### config.mk
export PLATFORM = sky130hd
export DESIGN_NAME = beat_period_meter
export DESIGN_NICKNAME = d
export VERILOG_FILES = /design/src/rtl/beat_period_meter_pkg.sv /design/src/rtl/beat_period_meter_period_match.sv /design/src/rtl/dffre.sv /design/src/rtl/beat_period_meter.sv
export SDC_FILE = /design/constraint.sdc
export NUM_CORES = 1
export LEC_CHECK = 0
export BUFFER_PORTS_ARGS = -buffer_cell sky130_fd_sc_hd__buf_2
export CAP_MARGIN = 0
export CORE_MARGIN = 2
export CORE_UTILIZATION = 55
export DETAILED_ROUTE_END_ITERATION = 8
export PLACE_DENSITY = 0.76
export RECOVER_POWER = 25
export SYNTH_ARGS = -nofsm -noshare
export SYNTH_HDL_FRONTEND = slang
export SYNTH_SLANG_ARGS = --single-unit
### constraint.sdc
create_clock -name clk -period 5.9 [get_ports clk]
set_clock_uncertainty 0.15 [all_clocks]
set_input_delay 1.475 -clock clk [delete_from_list [all_inputs] [get_ports clk]]
set_output_delay 1.475 -clock clk [all_outputs]
set_load 0.03 [all_outputs]
### src/rtl/beat_period_meter_pkg.sv
// -----------------------------------------------------------------------------
// beat_period_meter_pkg
//   Shared synthesis package for the beat divider / beat period meter pair.
//   Holds the FSM state encoding and the tick-counter width default that both
//   ends of the beat strobe agree on.
// -----------------------------------------------------------------------------
package beat_period_meter_pkg;

    // Default width of the tick counter and the reported period word.
    localparam int SIGNAL_WIDTH_DEFAULT = 16;

    // Width of the consecutive-match counter; LOCK_COUNT must fit in it.
    localparam int MATCH_CNT_WIDTH = 4;

    typedef enum logic [1:0] {
        ST_IDLE    = 2'd0,  // first beat not yet seen
        ST_MEASURE = 2'd1,  // counting ticks since the last beat
        ST_OVERRUN = 2'd2   // tick counter saturated, waiting for a beat
    } state_e;

endpackage

### src/rtl/beat_period_meter_period_match.sv
// -----------------------------------------------------------------------------
// period_match
//   Combinational compare of a fresh measurement against the previous one.
//   match is high when |value - prev| <= TOLERANCE.
//   Ports:
//     value - newly measured interval in ticks
//     prev  - previously measured interval in ticks
//     match - the two intervals agree within TOLERANCE
// -----------------------------------------------------------------------------
module period_match #(
    parameter int SIGNAL_WIDTH = 16,
    parameter int TOLERANCE    = 2
) (
    input  logic [SIGNAL_WIDTH-1:0] value,
    input  logic [SIGNAL_WIDTH-1:0] prev,
    output logic                    match
);

    localparam logic [SIGNAL_WIDTH:0] TOL_W = (SIGNAL_WIDTH + 1)'(TOLERANCE);

    logic [SIGNAL_WIDTH:0] value_w;
    logic [SIGNAL_WIDTH:0] prev_w;
    logic [SIGNAL_WIDTH:0] diff;

    // One extra bit and an ordered subtraction: the difference can never wrap.
    always_comb begin
        value_w = {1'b0, value};
        prev_w  = {1'b0, prev};
        if (value_w >= prev_w) begin
            diff = value_w - prev_w;
        end else begin
            diff = prev_w - value_w;
        end
    end

    assign match = (diff <= TOL_W);

endmodule

### src/rtl/dffre.sv
// -----------------------------------------------------------------------------
// dffre
//   Generic D flop bank with synchronous active-high reset and load enable.
//   Ports:
//     clk   - clock
//     reset - synchronous, active-high; loads RESET_VAL
//     en    - load enable; q holds when low
//     d     - next value
//     q     - registered value
// -----------------------------------------------------------------------------
module dffre #(
    parameter int               WIDTH     = 1,
    parameter logic [WIDTH-1:0] RESET_VAL = '0
) (
    input  logic             clk,
    input  logic             reset,
    input  logic             en,
    input  logic [WIDTH-1:0] d,
    output logic [WIDTH-1:0] q
);

    // NOTE: sequential state is always written with non-blocking assignments
    // so every flop samples the pre-edge values of its inputs.
    always_ff @(posedge clk) begin
        if (reset) begin
            q <= RESET_VAL;
        end else if (en) begin
            q <= d;
        end
    end

endmodule

### src/rtl/beat_period_meter.sv
// -----------------------------------------------------------------------------
// beat_period_meter
//   Measures the number of sample ticks between successive beat strobes and
//   reports it as a registered period word with a lock indication.
//   Ports:
//     clk          - system clock, single domain
//     reset        - synchronous, active-high
//     tick         - sample-rate enable, one cycle per sample
//     beat         - beat strobe, one cycle wide
//     period       - last measured beat interval in ticks
//     period_valid - one-cycle pulse when period updates
//     locked       - LOCK_COUNT consecutive matching intervals seen
//     overrun      - interval exceeded counter range; held until next beat
// -----------------------------------------------------------------------------
module beat_period_meter
    import beat_period_meter_pkg::*;
#(
    parameter int SIGNAL_WIDTH = SIGNAL_WIDTH_DEFAULT,
    parameter int LOCK_COUNT   = 4,
    parameter int TOLERANCE    = 2
) (
    input  logic                    clk,
    input  logic                    reset,
    input  logic                    tick,
    input  logic                    beat,
    output logic [SIGNAL_WIDTH-1:0] period,
    output logic                    period_valid,
    output logic                    locked,
    output logic                    overrun
);

    localparam logic [SIGNAL_WIDTH-1:0]    CNT_MAX  = '1;
    localparam logic [SIGNAL_WIDTH-1:0]    CNT_ONE  = SIGNAL_WIDTH'(1);
    localparam logic [MATCH_CNT_WIDTH-1:0] LOCK_MAX = MATCH_CNT_WIDTH'(LOCK_COUNT);

    // ------------------------------------------------------------------ state
    state_e                      state_q, state_d;
    logic [1:0]                  state_raw_q;
    logic [SIGNAL_WIDTH-1:0]     cnt_q, cnt_d;
    logic [SIGNAL_WIDTH-1:0]     prev_q;
    logic [SIGNAL_WIDTH-1:0]     period_q;
    logic [MATCH_CNT_WIDTH-1:0]  match_cnt_q, match_cnt_d;
    logic                        first_q, first_d;
    logic                        overrun_q, overrun_d;
    logic                        period_valid_q, period_valid_d;

    // -------------------------------------------------------------- datapath
    logic                    meas_fire;   // beat closing an interval in MEASURE
    logic [SIGNAL_WIDTH-1:0] meas_value;  // cnt + tick, saturating at CNT_MAX
    logic                    match;

    assign state_q   = state_e'(state_raw_q);
    assign meas_fire = (state_q == ST_MEASURE) && beat;

    // A tick in the beat cycle belongs to the interval being closed; at full
    // count it saturates instead of signalling overrun.
    assign meas_value = (tick && (cnt_q != CNT_MAX)) ? (cnt_q + CNT_ONE) : cnt_q;

    period_match #(
        .SIGNAL_WIDTH (SIGNAL_WIDTH),
        .TOLERANCE    (TOLERANCE)
    ) u_period_match (
        .value (meas_value),
        .prev  (prev_q),
        .match (match)
    );

    // ------------------------------------------------------ state register
    dffre #(.WIDTH(2), .RESET_VAL(ST_IDLE)) u_state_ff (
        .clk (clk), .reset (reset), .en (1'b1), .d (state_d), .q (state_raw_q)
    );

    // ---------------------------------------------------------- next state
    always_comb begin
        state_d = state_q;
        case (state_q)
            ST_IDLE: begin
                if (beat) state_d = ST_MEASURE;
            end
            ST_MEASURE: begin
                if (tick && !beat && (cnt_q == CNT_MAX)) state_d = ST_OVERRUN;
            end
            ST_OVERRUN: begin
                if (beat) state_d = ST_MEASURE;
            end
            default: state_d = ST_IDLE;
        endcase
    end

    // -------------------------------------------------------------- outputs
    // NOTE: every variable assigned below gets a default first, so no path
    // through the case leaves one unassigned and no latch is inferred.
    always_comb begin
        cnt_d          = cnt_q;
        first_d        = first_q;
        overrun_d      = overrun_q;
        match_cnt_d    = match_cnt_q;
        period_valid_d = 1'b0;
        case (state_q)
            ST_IDLE: begin
                if (beat) begin
                    cnt_d   = '0;
                    first_d = 1'b1;
                end
            end
            ST_MEASURE: begin
                if (beat) begin
                    cnt_d          = '0;
                    period_valid_d = 1'b1;
                    if (first_q) begin
                        // Nothing to compare against yet; only seed prev.
                        first_d = 1'b0;
                    end else if (match) begin
                        if (match_cnt_q < LOCK_MAX) begin
                            match_cnt_d = match_cnt_q + 1'b1;
                        end
                    end else begin
                        match_cnt_d = '0;
                    end
                end else if (tick) begin
                    if (cnt_q == CNT_MAX) begin
                        // Hold cnt, flag overrun and drop any lock.
                        overrun_d   = 1'b1;
                        match_cnt_d = '0;
                    end else begin
                        cnt_d = cnt_q + CNT_ONE;
                    end
                end
            end
            ST_OVERRUN: begin
                if (beat) begin
                    cnt_d     = '0;
                    overrun_d = 1'b0;
                    first_d   = 1'b1;
                end
            end
            default: begin
                cnt_d = '0;
            end
        endcase
    end

    // ---------------------------------------------------------------- flops
    dffre #(.WIDTH(SIGNAL_WIDTH)) u_cnt_ff (
        .clk (clk), .reset (reset), .en (1'b1), .d (cnt_d), .q (cnt_q)
    );

    dffre #(.WIDTH(SIGNAL_WIDTH)) u_prev_ff (
        .clk (clk), .reset (reset), .en (meas_fire), .d (meas_value), .q (prev_q)
    );

    dffre #(.WIDTH(SIGNAL_WIDTH)) u_period_ff (
        .clk (clk), .reset (reset), .en (meas_fire), .d (meas_value), .q (period_q)
    );

    dffre #(.WIDTH(MATCH_CNT_WIDTH)) u_match_cnt_ff (
        .clk (clk), .reset (reset), .en (1'b1), .d (match_cnt_d), .q (match_cnt_q)
    );

    dffre #(.WIDTH(1), .RESET_VAL(1'b1)) u_first_ff (
        .clk (clk), .reset (reset), .en (1'b1), .d (first_d), .q (first_q)
    );

    dffre #(.WIDTH(1)) u_overrun_ff (
        .clk (clk), .reset (reset), .en (1'b1), .d (overrun_d), .q (overrun_q)
    );

    dffre #(.WIDTH(1)) u_period_valid_ff (
        .clk (clk), .reset (reset), .en (1'b1), .d (period_valid_d), .q (period_valid_q)
    );

    assign period       = period_q;
    assign period_valid = period_valid_q;
    assign locked       = (match_cnt_q == LOCK_MAX);
    assign overrun      = overrun_q;

endmodule

==> results of run 1 <==
-- path summary, 6_finish.rpt --
path                       start                  end  slack [ps]  cells past startpoint
setup / recovery            tick  u_match_cnt_ff.q[0]         250                     19
hold / removal    u_overrun_ff.q       u_overrun_ff.q         320                      2
setup reg to reg   u_cnt_ff.q[2]  u_match_cnt_ff.q[0]         420                     21
hold reg to reg   u_overrun_ff.q       u_overrun_ff.q         320                      2
-- cells in the final DEF (no fill, tap or decap), drive strengths merged, types with 6 or more instances in the layout --
master and instances:
nor3 16, and3 6, dfxtp 41, nand3 7, xnor2 11, a211oi 23
a21o 22, nand2 35, xor2 14, o21ai 26, nor2 59, a21oi 41
a211o 8, ha 35, clkbuf 16, or3 10, inv 42, buf 68
nand4 6, and2 6
-- synthesized netlist by cell type, types with 2 or more instances --
master     count
dfxtp_1       41
nand3_1        7
o211ai_1       2
o31ai_1        2
xor2_1        14
and3_2         2
or3_1         10
nor3b_1        4
xnor2_1       11
a21o_1        20
nor3_1        16
a31o_2         2
o311ai_0       2
o2111ai_1      2
nor2b_1        4
o21a_1         5
a2111oi_0      2
and4_1         4
a21oi_1       41
mux2i_1        2
a21o_2         2
a31oi_1        2
o21ai_0       24
or2_2          4
and2_1         5
inv_1         41
o32ai_1        2
a211o_1        7
a211oi_1      23
nor4_1         4
nand2b_1       5
nand4_1        6
fa_1           2
nand2_1       35
clkbuf_1      24
nand3b_1       4
o21ai_1        2
a221o_1        4
a32oi_1        2
nor2_1        59
ha_1          35
o22ai_1        5
and3_1         4
buf_2          2
-- final cells by class --
class / instances / area share (%)
clock buffer: 5 / 1.53
clock inverter: 3 / 0.975
inverter: 41 / 3.43
multi-input combinational: 404 / 61.9
sequential: 41 / 18.3
tap: 80 / 2.23
timing repair buffer: 79 / 11.7
-- per-layer routing --
metal | global-route usage, % | share of wire, % | up-vias
li1 | - | - | 1964
met1 | 40.7 | 47 | 1857
met2 | 47.3 | 46 | 115
met3 | 3.70 | 5.5 | 14
met4 | 8.39 | 1.5 | 0
met5 | 0 | 0 | -
-- where the power goes --
part | internal [mW] | switching, mW
clock | 0.127 | 0.112
sequential | 0.284 | 0.00888
combinational | 0.139 | 0.194
-- tightest hold or removal path, delay by kind of cell, from the launching register on --
family	cells	cell delay [ps]
flops	1	330
simple gates	1	50
compound gates	1	50
-- per-stage QoR --
stage	worst slack (ps)	hold slack, ps	total power, mW	util, %
after floorplan	35.5	316	0.517	-
after global placement	71.8	306	0.618	64.2
after detailed placement	-179	310	0.618	64.2
after CTS	124	323	0.857	65.9
after global routing	-3.15	361	0.908	66.4
final	253	324	0.864	66.4
-- registers in the layout, indices dropped and copies added (netlist names) --
name / flops
u_cnt_ff.q: 16
u_period_ff.q: 16
u_match_cnt_ff.q: 4
u_state_ff.q: 2
u_first_ff.q: 1
u_overrun_ff.q: 1
u_period_valid_ff.q: 1
-- kinds of logic after synthesis --
group / Yosys count / share of synthesized area (%)
buf+inv: 68 / 6.98
xor+xnor: 25 / 5.76
fa+ha+maj: 37 / 12.6
flops: 41 / 21.6
mux: 2 / 0.527
compound gates: 160 / 28.6
simple gates: 180 / 24.0
-- repair_timing --
action / 4_1_cts / 5_1_grt
hold endpoints to repair: 0 / 0
endpoints found under the setup margin: 0 / 4
buffers inserted: 0 / 1
resized for setup: 0 / 9
==> metrics.md, run 1 <==
| Metric | Value |
|---|---|
| CTS Buf Count | `5` |
| Die Area | `approximately 7600 sq um` |
| Largest net degree at the start of global routing | `43` |
| Netlist Area Pre-Place | `about 3800 sq um` |
| Worst-margin pin slew | `between 1500 and 2000 ps` |
| Layout cells sized above 1 | `between 10% and 20%` |
| WS Path Type | `in -> reg` |
| Fmax | `between 0.15 and 0.2 GHz` |
| Syn nets | `around 550` |
| Max-slew headroom | `-26.6%` |
| Remaining DRCs | `0` |
| Global route overflow | `0` |
| CP arrival | `~5700 ps` |
| Synthesized flop and latch total | `roughly 40` |
| H-tree levels | `2` |
| DR vias | `a little under 4000` |
| DR iter-0 viols | `249` |
| Post-synth top area share | `21.6%` |
| Seq. cell area | `821 sq um` |
| Cells after synthesis | `just over 500` |
| Crit-path slowest cell | `or4b_4` |
| CP Launch Type | `input pin` |
| First-pass GRT wire length | `between 15 and 20 mm` |
| Largest stage delay, worst path | `580 ps` |
| Avg Inst Size Synth | `between 7 and 8 sq um` |
| CP dominant cell by count | `inv_1` |
| Area leader, netlist | `dfxtp_1` |
| Sequential element share of the synthesized area | `between 20% and 30%` |
| CTS Buffer Depth | `2` |
| Layout area overhead | `18.1%` |
| Failing checks | `max-capacitance violations, max-slew violations` |
| Final min period | `between 5000 and 6000 ps` |
| Setup violators final | `0` |
| TritonCTS clock tree | `done` |
| Top_reg_cell synth | `dfxtp_1` |
| Setup TNS | `0 ps` |
| Hold-fix buffers at CTS | `0` |
| Reg clk slew, reported paths | `approximately 90 ps` |
| Placement Rows | `30` |
| Routability cong. | `around 1.1` |
| Hold WC Path Type | `reg -> reg` |
| N_diodes | `0` |
| Port Buffers | `22` |
| Max-slew violations | `between 40 and 50` |
| Lkg Pwr | `2.06 nW` |
| Gr usage total | `between 20% and 30%` |
| Worst Path Required | `between 5000 and 6000 ps` |
| Post-route cell area | `about 4500 sq um` |
| Area after DPL | `between 4000 and 5000 sq um` |
| Cell variety after synth | `a little over 60` |
| Number of synthesized flops with an enable pin | `0` |
| HPWL Detailed | `8.76 mm` |
| Critical path buffers and inverters | `4` |
| Worst-Skew Late Latency | `about 310 ps` |
| Status | `complete, but fails checks` |
| Die Ht | `about 87 microns` |
| Core area | `approximately 6800 sq um` |
| Drt total wl | `11.0 mm` |
| Multi-input gate area | `approximately 2800 sq um` |
| Ranking of synthesized cells by area | `dfxtp_1 (22%), ha_1 (12%), nor2_1 (5.8%)` |
| Max-cap violations | `1` |
| Hold Vio Cnt, Final | `0` |
| PwrDens | `193 nW/um^2` |
| TritonRoute pass-1 iters | `5` |
| DIE WIDTH | `87.1 microns` |
| Async set-reset flop share out of synthesis | `0%` |
| Antenna violations before repair | `0` |
| # IOs | `23` |
| Root Buffer | `clkbuf_8` |
| Crit. End Element | `flip-flop` |
| YS warnings | `0` |
| Peak VDD IR | `between 0.09 and 0.1 mV` |
| Vias in the first global route | `~3500` |
| Crit-path cells | `buf_2 -> inv_1 -> a31oi_4 -> nand2_1 -> or3_1 -> buf_4 -> xor2_1 -> inv_1 -> ha_1 -> a21o_1 -> a221o_1 -> a22o_1 -> or3b_1 -> nor4b_2 -> a41oi_1 -> or4b_4 -> nor4_2 -> nand3b_1 -> o31ai_1` |
| Final Non-Filler Cells | `approximately 650` |
| Delay-heaviest family, CP | `simple AND/OR/NAND/NOR gates` |
| Fillers | `around 590` |
| Starting Density | `between 50% and 60%` |
| Tcrit/Tclk final | `95.7%` |
| Via/cell ratio | `around 6.0` |
| Wirelength per Cell | `16.8 microns` |
| Critical path fanouts, max | `5` |
| Number of nets in the layout | `613` |
| Dpl cells | `roughly 640` |
| Final antenna-violating net count | `0` |
| Sink Count | `41` |
(Power assumes the default switching activity.)
==> run 2: changes to the inputs <==
- PLACE_DENSITY: 0.76 -> 0.73
- clock period: 5.9 -> 5.85 ns (I/O delays scaled with it)
==> run 2 against run 1 <==
Net effect:
- the run still ends with max-capacitance violations, max-slew violations left
- worst hold slack gained 7.4 ps
- global-route usage down 0.11 points
- sequential share of layout area shrank 0.47 points
- worst setup slack got worse by 49 ps
- register-to-register slack worse by 50 ps
- core utilization increased by 1.8 points
- critical path depth is the same
- non-clock buffer count grew 9
- first-iteration DRC count up 31%
- critical path type unchanged
- largest cell class unchanged
==> metrics.md, run 2 (same netlist as run 1, synthesis figures left out) <==
| Metric | Value |
|---|---|
| Worst-margin pin slew | `between 1500 and 2000 ps` |
| Dpl cells | `roughly 650` |
| Status | `complete, but fails checks` |
| TritonRoute pass-1 iters | `5` |
| Peak VDD IR | `around 0.16 mV` |
| Biggest regs | `u_cnt_ff.q x16, u_period_ff.q x16, u_match_cnt_ff.q x4` |
| Gr usage total | `approximately 29%` |
| Most frequent cells in the layout | `buf_4 (66), nor2_1 (56), inv_1 (41), dfxtp_1 (41), a21oi_1 (40)` |
| Setup bufs post-CTS | `0` |
| Hold Vio Cnt, Final | `0` |
| Routability cong. | `0.937` |
| Crit. End Element | `flip-flop` |
| CTS Buf Count | `5` |
| Sink Count | `around 40` |
| Final min period | `5650 ps` |
| Setup TNS | `0 ps` |
| TritonCTS clock tree | `done` |
| Vias in the first global route | `around 3600` |
| Critical path fanouts, max | `5` |
| Placement Rows | `30` |
| HPWL Detailed | `8.54 mm` |
| Starting Density | `between 50% and 60%` |
| PnR worst setup slack | `~200 ps` |
| Most common cell after layout, fill and taps aside | `buf_4` |
| Number of nets in the layout | `622` |
| Wirelength per Cell | `between 15 and 20 microns` |
| CTS resizes | `0` |
| Antenna violations before repair | `0` |
| First-pass GRT wire length | `17.4 mm` |
| Layout cells sized above 1 | `~20%` |
| CP Launch Type | `input pin` |
| Die Ht | `just under 90 microns` |
| Max-cap violations | `1` |
| Root Buffer | `clkbuf_8` |
| Max-slew headroom | `-25.7%` |
| Die Area | `7590 sq um` |
| Port Buffers | `22` |
| Failing checks | `max-capacitance violations, max-slew violations` |
| Worst Path Required | `around 6000 ps` |
| Setup violators final | `0` |
| Hold WC Path Type | `reg -> reg` |
| Remaining DRCs | `0` |
| DR vias | `around 4000` |
| Final Non-Filler Cells | `approximately 660` |
| Drt total wl | `~11 mm` |
| # IOs | `23` |
| Reg clk slew, reported paths | `roughly 90 ps` |
| H-tree levels | `2` |
| Worst-Skew Late Latency | `~300 ps` |
| Total power | `0.877 mW` |
| PwrDens | `between 150 and 200 nW/um^2` |
| DR iter-0 viols | `327` |
| N_diodes | `0` |
| Lkg Pwr | `approximately 2.1 nW` |
| WS Path Type | `in -> reg` |
| CTS Buffer Depth | `2` |
| Global route overflow | `0` |
| DIE WIDTH | `between 80 and 90 microns` |
| Layout Utilization | `68.2%` |
| Dpl ws | `-105 ps` |
| Layout area overhead | `21.3%` |
| Largest net degree at the start of global routing | `43` |
| CP arrival | `~5700 ps` |
| Max-slew violations | `43` |
| Core area | `6760 sq um` |
| Fmax | `about 0.18 GHz` |
| Final antenna-violating net count | `0` |
| Via/cell ratio | `approximately 6.0` |
| Tcrit/Tclk final | `between 90% and 100%` |
| Hold-fix buffers at CTS | `0` |
run 2: cell types whose count changed in the layout (fill, tap and decap cells not counted), moves of 2 or more:
cell and change:
nor2_1 -2, xor2_1 -3, buf_4 +9, xor2_2 +3
run 2: cell type report:
cell class | count | area [sq um]
clock inverter | 2 | 38.8
timing repair buffer | 88 | 592
inverter | 41 | 154
clock buffer | 6 | 72.6
tap | 80 | 100
multi-input combinational | 404 | 2830
sequential | 41 | 821
fill | 587 | 2150
run 2: path summary, 6_finish.rpt:
| kind | slack [ps] | from | cells past startpoint | endpoint |
|---|---|---|---|---|
| worst max-delay path | 200 | tick | 19 | u_match_cnt_ff.q[0] |
| worst min-delay path | 330 | u_overrun_ff.q | 2 | u_overrun_ff.q |
| worst max register to register | 370 | u_cnt_ff.q[2] | 19 | u_match_cnt_ff.q[0] |
| worst min register to register | 330 | u_overrun_ff.q | 2 | u_overrun_ff.q |
run 2: routing by layer:
metal  GRT usage, %  wire length, microns  vias up
met1           41.7                  5170     1852
li1               -                     -     1980
met3           3.41                   439       27
met4           10.1                   278        0
met5              0                     0        -
met2           45.1                  5010      113
run 2: where the power goes:
group | switching, mW | leakage (nW) | internal, mW
Combinational | 0.195 | 1.71 | 0.148
Clock | 0.109 | 0.0554 | 0.128
Sequential | 0.00910 | 0.333 | 0.286
run 2: critical path, cell delays in order:
cell and delay, ps:
buf_2 80, inv_1 60, a31oi_4 160, nand2_1 90, or3_4 350, buf_4 160, xor2_2 140, inv_1 100
ha_4 220, a21o_1 200, a221o_1 370, a22o_1 270, or3b_4 400, nor4b_2 270, a41oi_1 80, or4b_4 570
nor4_2 290, nand3b_1 170, o31ai_1 250
run 2: metrics by stage:
step	cell area, sq um	hold slack (ps)
after floorplan	3830	316
after global placement	4420	304
after detailed placement	4420	313
after CTS	4530	325
after global routing	4610	361
final	4610	331
